**config.mk**
```make
export PLATFORM = sky130hd
export DESIGN_NAME = age_select
export DESIGN_NICKNAME = d
export VERILOG_FILES = /design/src/rtl/age_select.sv
export SDC_FILE = /design/constraint.sdc
export NUM_CORES = 1
export LEC_CHECK = 0
export ABC_AREA = 1
export CORE_ASPECT_RATIO = 2
export CORE_MARGIN = 8
export CORE_UTILIZATION = 49
export DETAILED_ROUTE_END_ITERATION = 6
export GPL_TIMING_DRIVEN = 0
export PLACE_DENSITY = 0.7
export SYNTH_ARGS = -nofsm -noshare
export SYNTH_HDL_FRONTEND = slang
export SYNTH_SLANG_ARGS = --single-unit
```
**constraint.sdc**
```tcl
create_clock -name clk -period 2.15 [get_ports clk]
set_input_delay 0.3225 -clock clk [delete_from_list [all_inputs] [get_ports clk]]
set_output_delay 0.3225 -clock clk [all_outputs]
set_load 0.02 [all_outputs]
```
**src/rtl/age_select.sv**
```systemverilog
// Oldest-first RS select over an age matrix; grant is combinational (0-cycle) from reqs.
// Backpressure: rr_stall/flush suppress the grant; a multi-cycle FU blocks grants while busy.
module age_select #(
  parameter int RS_ENTRIES  = 8,
  parameter int BUSY_CYCLES = 1,
  localparam int IW = $clog2(RS_ENTRIES)
) (
  input  logic                  clk,
  input  logic                  rst,
  input  logic                  alloc_valid,
  input  logic [IW-1:0]         alloc_idx,
  input  logic [RS_ENTRIES-1:0] reqs,
  input  logic                  rr_stall,
  input  logic                  flush,
  output logic [IW-1:0]         grant,
  output logic [RS_ENTRIES-1:0] grant_onehot,
  output logic                  grant_valid,
  output logic                  fu_busy
);

  typedef enum logic {READY, BUSY} state_t;

  state_t                                 state_q, state_d;
  logic [3:0]                             busy_cnt_q, busy_cnt_d;
  logic [RS_ENTRIES-1:0][RS_ENTRIES-1:0]  older_q, older_d;
  logic [RS_ENTRIES-1:0]                  blocked;
  logic [RS_ENTRIES-1:0]                  eligible;
  logic [IW-1:0]                          sel_idx;

  // A new entry is younger than every other entry: clear its row, set its column.
  always_comb begin
    older_d = older_q;
    if (alloc_valid) begin
      for (int i = 0; i < RS_ENTRIES; i++) begin
        older_d[alloc_idx][i] = 1'b0;
        older_d[i][alloc_idx] = (i != int'(alloc_idx));
      end
    end
  end

  always_comb begin
    blocked = '0;
    for (int i = 0; i < RS_ENTRIES; i++) begin
      for (int j = 0; j < RS_ENTRIES; j++) begin
        if (j != i && reqs[j] && older_q[j][i]) blocked[i] = 1'b1;
      end
    end
    eligible = reqs & ~blocked;
  end

  // Lowest index wins among eligible entries; only matters before the matrix is populated.
  always_comb begin
    sel_idx = '0;
    for (int i = RS_ENTRIES - 1; i >= 0; i--) begin
      if (eligible[i]) sel_idx = IW'(i);
    end
  end

  assign grant_valid  = rst && (|reqs) && !rr_stall && !flush && (state_q == READY);
  assign grant        = grant_valid ? sel_idx : '0;
  assign grant_onehot = grant_valid ? ({{(RS_ENTRIES-1){1'b0}}, 1'b1} << sel_idx) : '0;
  assign fu_busy      = (state_q == BUSY);

  always_comb begin
    state_d    = state_q;
    busy_cnt_d = busy_cnt_q;
    if (flush) begin
      state_d    = READY;
      busy_cnt_d = 4'd0;
    end else begin
      case (state_q)
        READY: begin
          if (grant_valid && BUSY_CYCLES > 1) begin
            state_d    = BUSY;
            busy_cnt_d = 4'(BUSY_CYCLES - 1);
          end
        end
        BUSY: begin
          busy_cnt_d = busy_cnt_q - 4'd1;
          if (busy_cnt_q == 4'd1) state_d = READY;
        end
        default: state_d = READY;
      endcase
    end
  end

  always_ff @(posedge clk or negedge rst) begin
    if (!rst) begin
      state_q    <= READY;
      busy_cnt_q <= 4'd0;
      older_q    <= '0;
    end else begin
      state_q    <= state_d;
      busy_cnt_q <= busy_cnt_d;
      older_q    <= older_d;
    end
  end

endmodule

```
## Word level (Yosys, flattened, before mapping)

Index checks and enable logic that the tools add are counted.

- Flip-flop bits (word level): 69
- Bits of input ports: 16
- Output and inout bits: 13
- Logic and storage cells: 204

- Magnitude comparators: 2
- Muxes and demuxes: 97
- Bitwise gates (word level): 19
- Shifts and indexed selects: 1
- Add/subtract/negate cells: 1
- Equal/unequal tests: 8
- Reduce and logical (&&, ||, !) cells: 66

Operators with widths:

| kind | number |
|---|---|
| $and A64 B64 Y64 | 8 |
| $not A64 Y64 | 8 |
| $demux W8 S3 | 8 |
| $bwmux W8 | 8 |
| $logic_and A1 B1 Y1 | 61 |
| $mux W1 | 61 |
| $mux W3 | 10 |
| $mux W8 | 2 |
| $mux W4 | 3 |
| $ne A3 B3 Y1 const A | 4 |
| $and A8 B8 Y8 | 1 |
| $not A8 Y8 | 1 |
| $reduce_or A8 Y1 | 1 |
| $shl A1 B3 Y8 const A | 1 |
| $mux W7 | 1 |
| $mux W6 | 1 |
| $ne A2 B3 Y1 const A | 2 |
| $mux W5 | 1 |
| $eq A4 B1 Y1 const B | 1 |
| $lt A3 B4 Y1 const B | 1 |
| $sub A4 B1 Y4 const B | 1 |
| $demux W1 S3 | 1 |
| $ge A3 B1 Y1 const B | 1 |
| $ne A1 B3 Y1 const A | 1 |
| other kinds (5) | 6 |

## Logic depth before layout (Yosys ltp)

- Depth in word-level cells: 21
- Gate-level depth with buffers: 15

## Worst setup path after synthesis

No wires, ideal clock.

- Kind: reg-to-output
- From: register state_q (netlist: fu_busy)
- To: output port grant_onehot[0]
- Setup slack: -0.020 ns
- Data arrival time: 1.848 ns
- Data required time: 1.827 ns
- Stages on the path, launching flop included: 6
- Path buffers: 0
- Path through: dfrtp_1 > nor2_1 > inv_1 > nor4_2 > nand2_1 > nor2_1

- Longest elaborated chain between the ends: 3

RTL lines:

| what | line | source |
|---|---|---|
| start: declaration | 23 | `state_t state_q, state_d;` |
| start signal: assignment | 93 | `state_q <= state_d;` |
| $not A1 Y1 | 59 | `assign grant_valid = rst && (\|reqs) && !rr_stall && !flush && (state_q == READY);` |
| $logic_and A1 B1 Y1 | 59 |  |
| net grant_valid | 17 | `output logic grant_valid,` |
| $mux W8 | 61 | `assign grant_onehot = grant_valid ? ({{(RS_ENTRIES-1){1'b0}}, 1'b1} << sel_idx) : '0;` |
| end: declaration | 16 | `output logic [RS_ENTRIES-1:0] grant_onehot,` |

The timed path passes the listed nets, and every way through them passes these cells.

## Worst setup path in the final report

- From: register older_q[10] in the netlist's numbering
- To: output port grant_onehot[0]

- Longest elaborated chain between the ends: 14

RTL lines:

| what | line | source |
|---|---|---|
| start: declaration | 25 | `logic [RS_ENTRIES-1:0][RS_ENTRIES-1:0] older_q, older_d;` |
| start signal: assignment | 95 | `older_q <= older_d;` |
| $logic_and A1 B1 Y1 | 45 | `if (j != i && reqs[j] && older_q[j][i]) blocked[i] = 1'b1;` |
| $mux W1 (6 in a row) | 45 |  |
| $not A8 Y8 | 48 | `eligible = reqs & ~blocked;` |
| $and A8 B8 Y8 | 48 |  |
| $mux W3 (3 in a row) | 55 | `if (eligible[i]) sel_idx = IW'(i);` |
| $shl A1 B3 Y8 | 61 |  |
| $mux W8 | 61 |  |

Every way passes these cells.

==> run metrics <==
status=finished, violations left; violated checks=setup timing; Layout area overhead=26.6%; crit-path cells=nand2_1 > o21ai_1 > nor2_1 > nand3b_1 > nand2_2 > clkinv_2 > o21ai_1 > nor2_2 > inv_1 > nand2_2 > nor2_1 > buf_4; final WL=7580 µm; initial core utilization=50.7%; count of unique library cells instantiated by Yosys=28; Avg WL per Cell=around 16 µm; cells on worst reg2reg path=5; footprint of the multi-input gates=around 1200 µm²; Clock Power Share=between 40 and 50%; Setup Skew=~0.0016 ns; share of the synthesized area in the top cell type=52.7%; Critical Path AT=1.86 ns; sequential cell area fraction in the yosys report=a little over half; # IOs=29; Hold Path Class=in2async; Max IR drop VDD=around 740 µV; syn_nets=376; routability cong.=between 0.8 and 0.9; power density cells=about 960 nW/µm²; critical path type=reg2out; startpoint types=flip-flop; Placed Cells=445; final hold slack=around 0.012 ns; nets@finish=roughly 420; Fillers=slightly above 500; register area=1530 µm²; CTS HTree Levels=3; Hold Fails Final Rpt=0; HPWL Detailed=~5400 µm; CP bufs+invs=3; total power=roughly 3.5 mW; clk_lat worst skew=between 0.3 and 0.4 ns; top post-synthesis cells by area=dfrtp_1 53%, nand2_1 15%, nor2_1 6.6%, inv_1 4.8%, o21ai_0 2.4%; CP max stage cell=dfrtp_1; switching power total=0.981 mW; Yosys top cell by area=dfrtp_1; launching point of the worst reg2reg path=fu_busy$_DFF_PN0_; combinational share of power=18.4%; Total GRT Usage=about 18%; Max Clk Rate=approximately 460 MHz; # setup viols final=5; Crit path required time=1.83 ns; full die area=between 8000 and 9000 µm²; Rel. slew slack=between 70% and 80%; Post-synth top cells=119 x nand2_1, 61 x dfrtp_1, 51 x nor2_1, 37 x inv_1, 14 x o21ai_0; Setup crit end kind=output port; r2r setup slk=roughly 1.1 ns; vias in the first global route=about 2,500; die height=125 µm; Die Width=70.4 µm; Power Internal=between 2 and 3 mW; crit path max fanout=4; final setup margin=-0.0280 ns; placement-stage worst setup slack=-0.830 ns; Worst Tran Pin Value=between 0.4 and 0.5 ns; max cap viols=0; final slew viol count=0; core area=between 5000 and 6000 µm²; Switching Fraction=28.0%; part of the power in registers=41.4%; row count=39; DR iter-0 viols=147; clk buf depth=2; total of warnings raised by yosys=0; non-filler cells, final=between 400 and 500; I/O Buffers=25; clock sinks=61; largest net degree at the start of global routing=33; share of layout cells above drive strength 1=between 20% and 30%; Ant. Diodes=0; fin crit period=~2.2 ns; crit share post-route=101%; ANT nets after route=0; Synth Register Bits=61; Vias=2,476; setup TNS=-0.0895 ns; unrepaired setup endpoints after global routing=true; CTS tree=yes; Remaining DRCs=0; vias per std cell=between 5 and 6; CTS root buf=clkbuf_16; Largest delay share family, worst path=simple AND/OR/NAND/NOR gates; initial antenna violation count=0; Clock transition at path regs=roughly 0.05 ns; average cell area after synthesis=approximately 8 µm²; FF-to-FF End=busy_cnt_q[3]$_DFFE_PN0P_; Top FF cell, synth=dfrtp_1; EDFF count, synth=0; Mapped Area=approximately 2900 µm²; most common cell in the synthesized netlist=nand2_1; GRT overflow=0; share of flip-flops with an asynchronous set or reset=100%; crit-path max cell delay=0.37 ns; drt first pass iters=4; global-route wire length before repair=between 10,000 and 15,000 µm; cells after synthesis=around 360; Lkg Pwr=about 1.9 nW; total CTS buffers=9
==> cells by family after synthesis <==
kind of cell | Yosys count | synth area share, %
AO/OA/AOI/OAI | 45 | 9.07
adder cells (fa/ha/maj) | 2 | 0.864
flip-flops | 61 | 52.7
AND/OR/NAND/NOR | 198 | 29.9
buffers and inverters | 52 | 7.43
==> layout by cell type (no fill, tap or decap), types with 3 or more instances in the layout <==
| cell type | Yosys | final |
|---|---|---|
| o21ai_0 | 14 | 12 |
| nand2_1 | 119 | 111 |
| clkdlybuf4s15_2 | 0 | 4 |
| nor2_1 | 51 | 45 |
| nor2_2 | 2 | 8 |
| clkdlybuf4s50_1 | 0 | 7 |
| clkbuf_16 | 0 | 9 |
| nand3_2 | 0 | 3 |
| nand2_2 | 4 | 11 |
| buf_6 | 2 | 3 |
| clkinv_2 | 1 | 5 |
| nor2_4 | 5 | 5 |
| o21a_1 | 5 | 5 |
| o21ai_1 | 6 | 6 |
| nor3_2 | 4 | 4 |
| buf_4 | 1 | 14 |
| inv_2 | 11 | 12 |
| buf_12 | 0 | 4 |
| dfrtp_1 | 61 | 61 |
| inv_1 | 37 | 36 |
| a21oi_1 | 13 | 13 |
==> sequential cells by signal, indices dropped and copies added (netlist names) <==
register    flops
fu_busy         1
older_q        56
busy_cnt_q      4
==> layout make-up <==
| type | instances | area share, % |
|---|---|---|
| Buffer | 3 | 0.819 |
| Clock buffer | 11 | 6.62 |
| Clock inverter | 5 | 1.37 |
| Inverter | 49 | 5.05 |
| Multi-Input combinational cell | 245 | 33.6 |
| Sequential cell | 61 | 41.6 |
| Tap cell | 61 | 2.08 |
| Timing Repair Buffer | 32 | 8.81 |
==> power by group through the flow <==
stage	Clock [mW]	Combinational [mW]	Sequential (mW)
after detailed placement	0	0.576	1.47
after global routing	1.47	0.731	1.47
after floorplan	0	0.405	1.44
after CTS	1.42	0.593	1.45
after global placement	0	0.556	1.46
final	1.41	0.647	1.45
==> per-stage QoR <==
| step | area [µm²] | utilization (%) |
|---|---|---|
| floorplan | 2910 | - |
| global placement | 3230 | 56.6 |
| detailed placement | 3250 | 56.9 |
| CTS | 3570 | 62.6 |
| global route | 3670 | 64.2 |
| finish | 3670 | 64.2 |
==> worst reg2reg max path: stages (launching register included) <==
cell and delay, ns:
dfrtp_1 0.40, nor2_2 0.07, inv_2 0.09, nand4_1 0.12, o21ai_0 0.20, a21oi_1 0.06
==> worst max path at each step <==
stage	startpoint	endpoint	slack (ns)	depth (start not counted)
2_1_floorplan	fu_busy$_DFF_PN0_	grant_onehot[0]	0.19	5
3_3_place_gp	rst	grant_onehot[0]	-2.62	6
3_5_place_dp	reqs[0]	grant_onehot[0]	-0.83	12
4_1_cts	older_q[10]$_DFFE_PN0P_	grant_onehot[0]	-0.04	12
5_1_grt	older_q[62]$_DFFE_PN0P_	grant_onehot[0]	-0.14	14
6_report	older_q[10]$_DFFE_PN0P_	grant_onehot[0]	-0.03	12
==> what timing repair did <==
item | 4_1_cts | 5_1_grt
resized for setup | 68 | 28
pin swaps | 4 | 12
hold buffers | 3 | 0
endpoints found under the setup margin | 12 | 14
hold endpoints to repair | 29 | 0
setup buffers | 0 | 3
==> per-layer routing <==
metal / vias up / routed length [µm] / GRT usage, %
li1: 1193 / - / -
met2: 64 / 4130 / 31.2
met1: 1194 / 2830 / 18.0
met4: 0 / 284 / 10.4
met3: 25 / 338 / 5.10
met5: - / 0 / 0
Power figures use the tool's default switching activity.
==> patch: new RTL, same settings <==
`RS_ENTRIES`: 8 -> 16.
--- a/src/rtl/age_select.sv
+++ b/src/rtl/age_select.sv
@@ -2,5 +2,5 @@
 // Backpressure: rr_stall/flush suppress the grant; a multi-cycle FU blocks grants while busy.
 module age_select #(
-  parameter int RS_ENTRIES  = 8,
+  parameter int RS_ENTRIES  = 16,
   parameter int BUSY_CYCLES = 1,
   localparam int IW = $clog2(RS_ENTRIES)
Ports: changed (resized alloc_idx, grant, grant_onehot and reqs); port bits go from 29 to 47. No check against the original RTL was run, so the function may have changed too.
==> patch against the original RTL <==
The flow still finishes with violations (setup timing). Sequential cell count increased by 184. Critical path depth unchanged. Total power increased to 3.7 times the old value. Via count increased to 3.7 times the old value. Routed wire length increased to 4.6 times the old value. Fmax decreased by 32%. Setup slack got worse by 1.0 ns. Sequential power increased to 4.2 times the old value. First-iteration DRC count increased to 4.3 times the old value. Sequential share of layout area increased by 5.6 points. Cell area increased to 3.5 times the old value. Synthesized area increased to 3.7 times the old value. Critical path type unchanged. Count of clock-buffer cells in the layout increased by 18. Combinational power increased to 4.1 times the old value.
==> patch: results (changes against the original RTL) <==
The number of failing setup endpoints in the final timing report is 20 (was 5). The power in combinational cells is 2650 uW (was 647 uW). The multi-input logic area came to 4190 sq um (was 1230 sq um). The total of hold buffers inserted after clock tree synthesis came to 2 (was 3). The number of DRC violations after detailed-routing iteration 0 came out at 629 (was 147).

Top cells by count, synth: sky130_fd_sc_hd__nand2_1 (418), sky130_fd_sc_hd__nor2_1 (252), sky130_fd_sc_hd__dfrtp_1 (245), sky130_fd_sc_hd__inv_1 (82), sky130_fd_sc_hd__clkbuf_1 (35) (was sky130_fd_sc_hd__nand2_1 (119), sky130_fd_sc_hd__dfrtp_1 (61), sky130_fd_sc_hd__nor2_1 (51), sky130_fd_sc_hd__inv_1 (37), sky130_fd_sc_hd__o21ai_0 (14)). The detailed-router iteration count before antenna repair is 7 (was 4). The average via count per standard cell is 5.49 (was 5.30). The wire length per cell is 21.2 um (was 16.2 um). The arrival time at the worst endpoint came out at 2.88 ns (was 1.86 ns). The clock distribution power came to 4330 uW (was 1410 uW). The area fraction in compound gates after synthesis came to 6.08% (was 9.07%).

The multi-input combinational gate total came out at 869 (was 245). The flip-flop count of the largest register after layout came to 240 (was 56). The sequential element share of the synthesized area came out at 57.2% (was 52.7%). The fraction of power spent switching nets came out at 30.0% (was 28.0%). The count of inverters not on the clock network in the layout came out at 101 (was 49). The worst-skew pair later-pin latency is 0.52 ns (was 0.33 ns).

Failing checks: setup timing (unchanged). The switching power summed over all nets came out at 3930 uW (was 981 uW). The post-place setup slack was -1.88 ns (was -0.830 ns). The post-route clock skew is 0.000657 ns (was 0.00164 ns). The H-tree depth is 1 (was 3). The post-route met1 wirelength came out at 11.8 mm (was 2.83 mm). Main area contributors after synthesis: sky130_fd_sc_hd__dfrtp_1 (57%), sky130_fd_sc_hd__nand2_1 (15%), sky130_fd_sc_hd__nor2_1 (8.8%) (was sky130_fd_sc_hd__dfrtp_1 (53%), sky130_fd_sc_hd__nand2_1 (15%), sky130_fd_sc_hd__nor2_1 (6.6%)). The routing usage on met1 came out at 26.7% (was 18.0%).

The first-pass GRT wire length is 53.2 mm (was 12.3 mm). The layout cell share with drive strength beyond 1 is 17.6% (was 23.9%). The combined flip-flop and latch cell area came out at 6130 sq um (was 1530 sq um). Status: finished, violations left (unchanged). The number of synthesized register bits is 245 (was 61). The number of setup buffers added after CTS came out at 19 (was 0).

The CTS buffer count is 22 (was 9). The portion of the layout cell area used by non-clock buffers was 8.71% (was 9.62%). The max-slew headroom at the worst pin came out at 52.3% (was 71.3%).

The worst setup slack after layout is -1.06 ns (was -0.0280 ns). The global-route usage over all layers was 26.4% (was 17.8%). The kind of path behind the tightest hold check was register to register (was input pin to async pin). The share of the final layout cell area in multi-input gates came out at 32.3% (was 33.6%). The arithmetic-cell share of the synthesized area counting full adders, half adders and majority gates is 0.233% (was 0.864%). The number of filler instances in the final layout is 1884 (was 507).
==> patch: worst min-delay path by stage <==
stage / startpoint / cells past startpoint / slack, ns / end
detailed placement: rst / 1 / 0.25 / older_q[235]$_DFFE_PN0P_
global placement: older_q[202]$_DFFE_PN0P_ / 2 / 0.45 / older_q[202]$_DFFE_PN0P_
finish: older_q[16]$_DFFE_PN0P_ / 2 / 0.47 / older_q[16]$_DFFE_PN0P_
global route: older_q[150]$_DFFE_PN0P_ / 2 / 0.49 / older_q[150]$_DFFE_PN0P_
CTS: older_q[64]$_DFFE_PN0P_ / 2 / 0.47 / older_q[64]$_DFFE_PN0P_
floorplan: rst / 0 / 0.03 / busy_cnt_q[0]$_DFFE_PN0P_
==> patch: worst reg2reg max path, delay by kind of cell (launching register included) <==
family / cells / cell delay [ns]
AO/OA/AOI/OAI: 2 / 0.23
buffers and inverters: 1 / 0.16
AND/OR/NAND/NOR: 2 / 0.20
flip-flops: 1 / 0.39
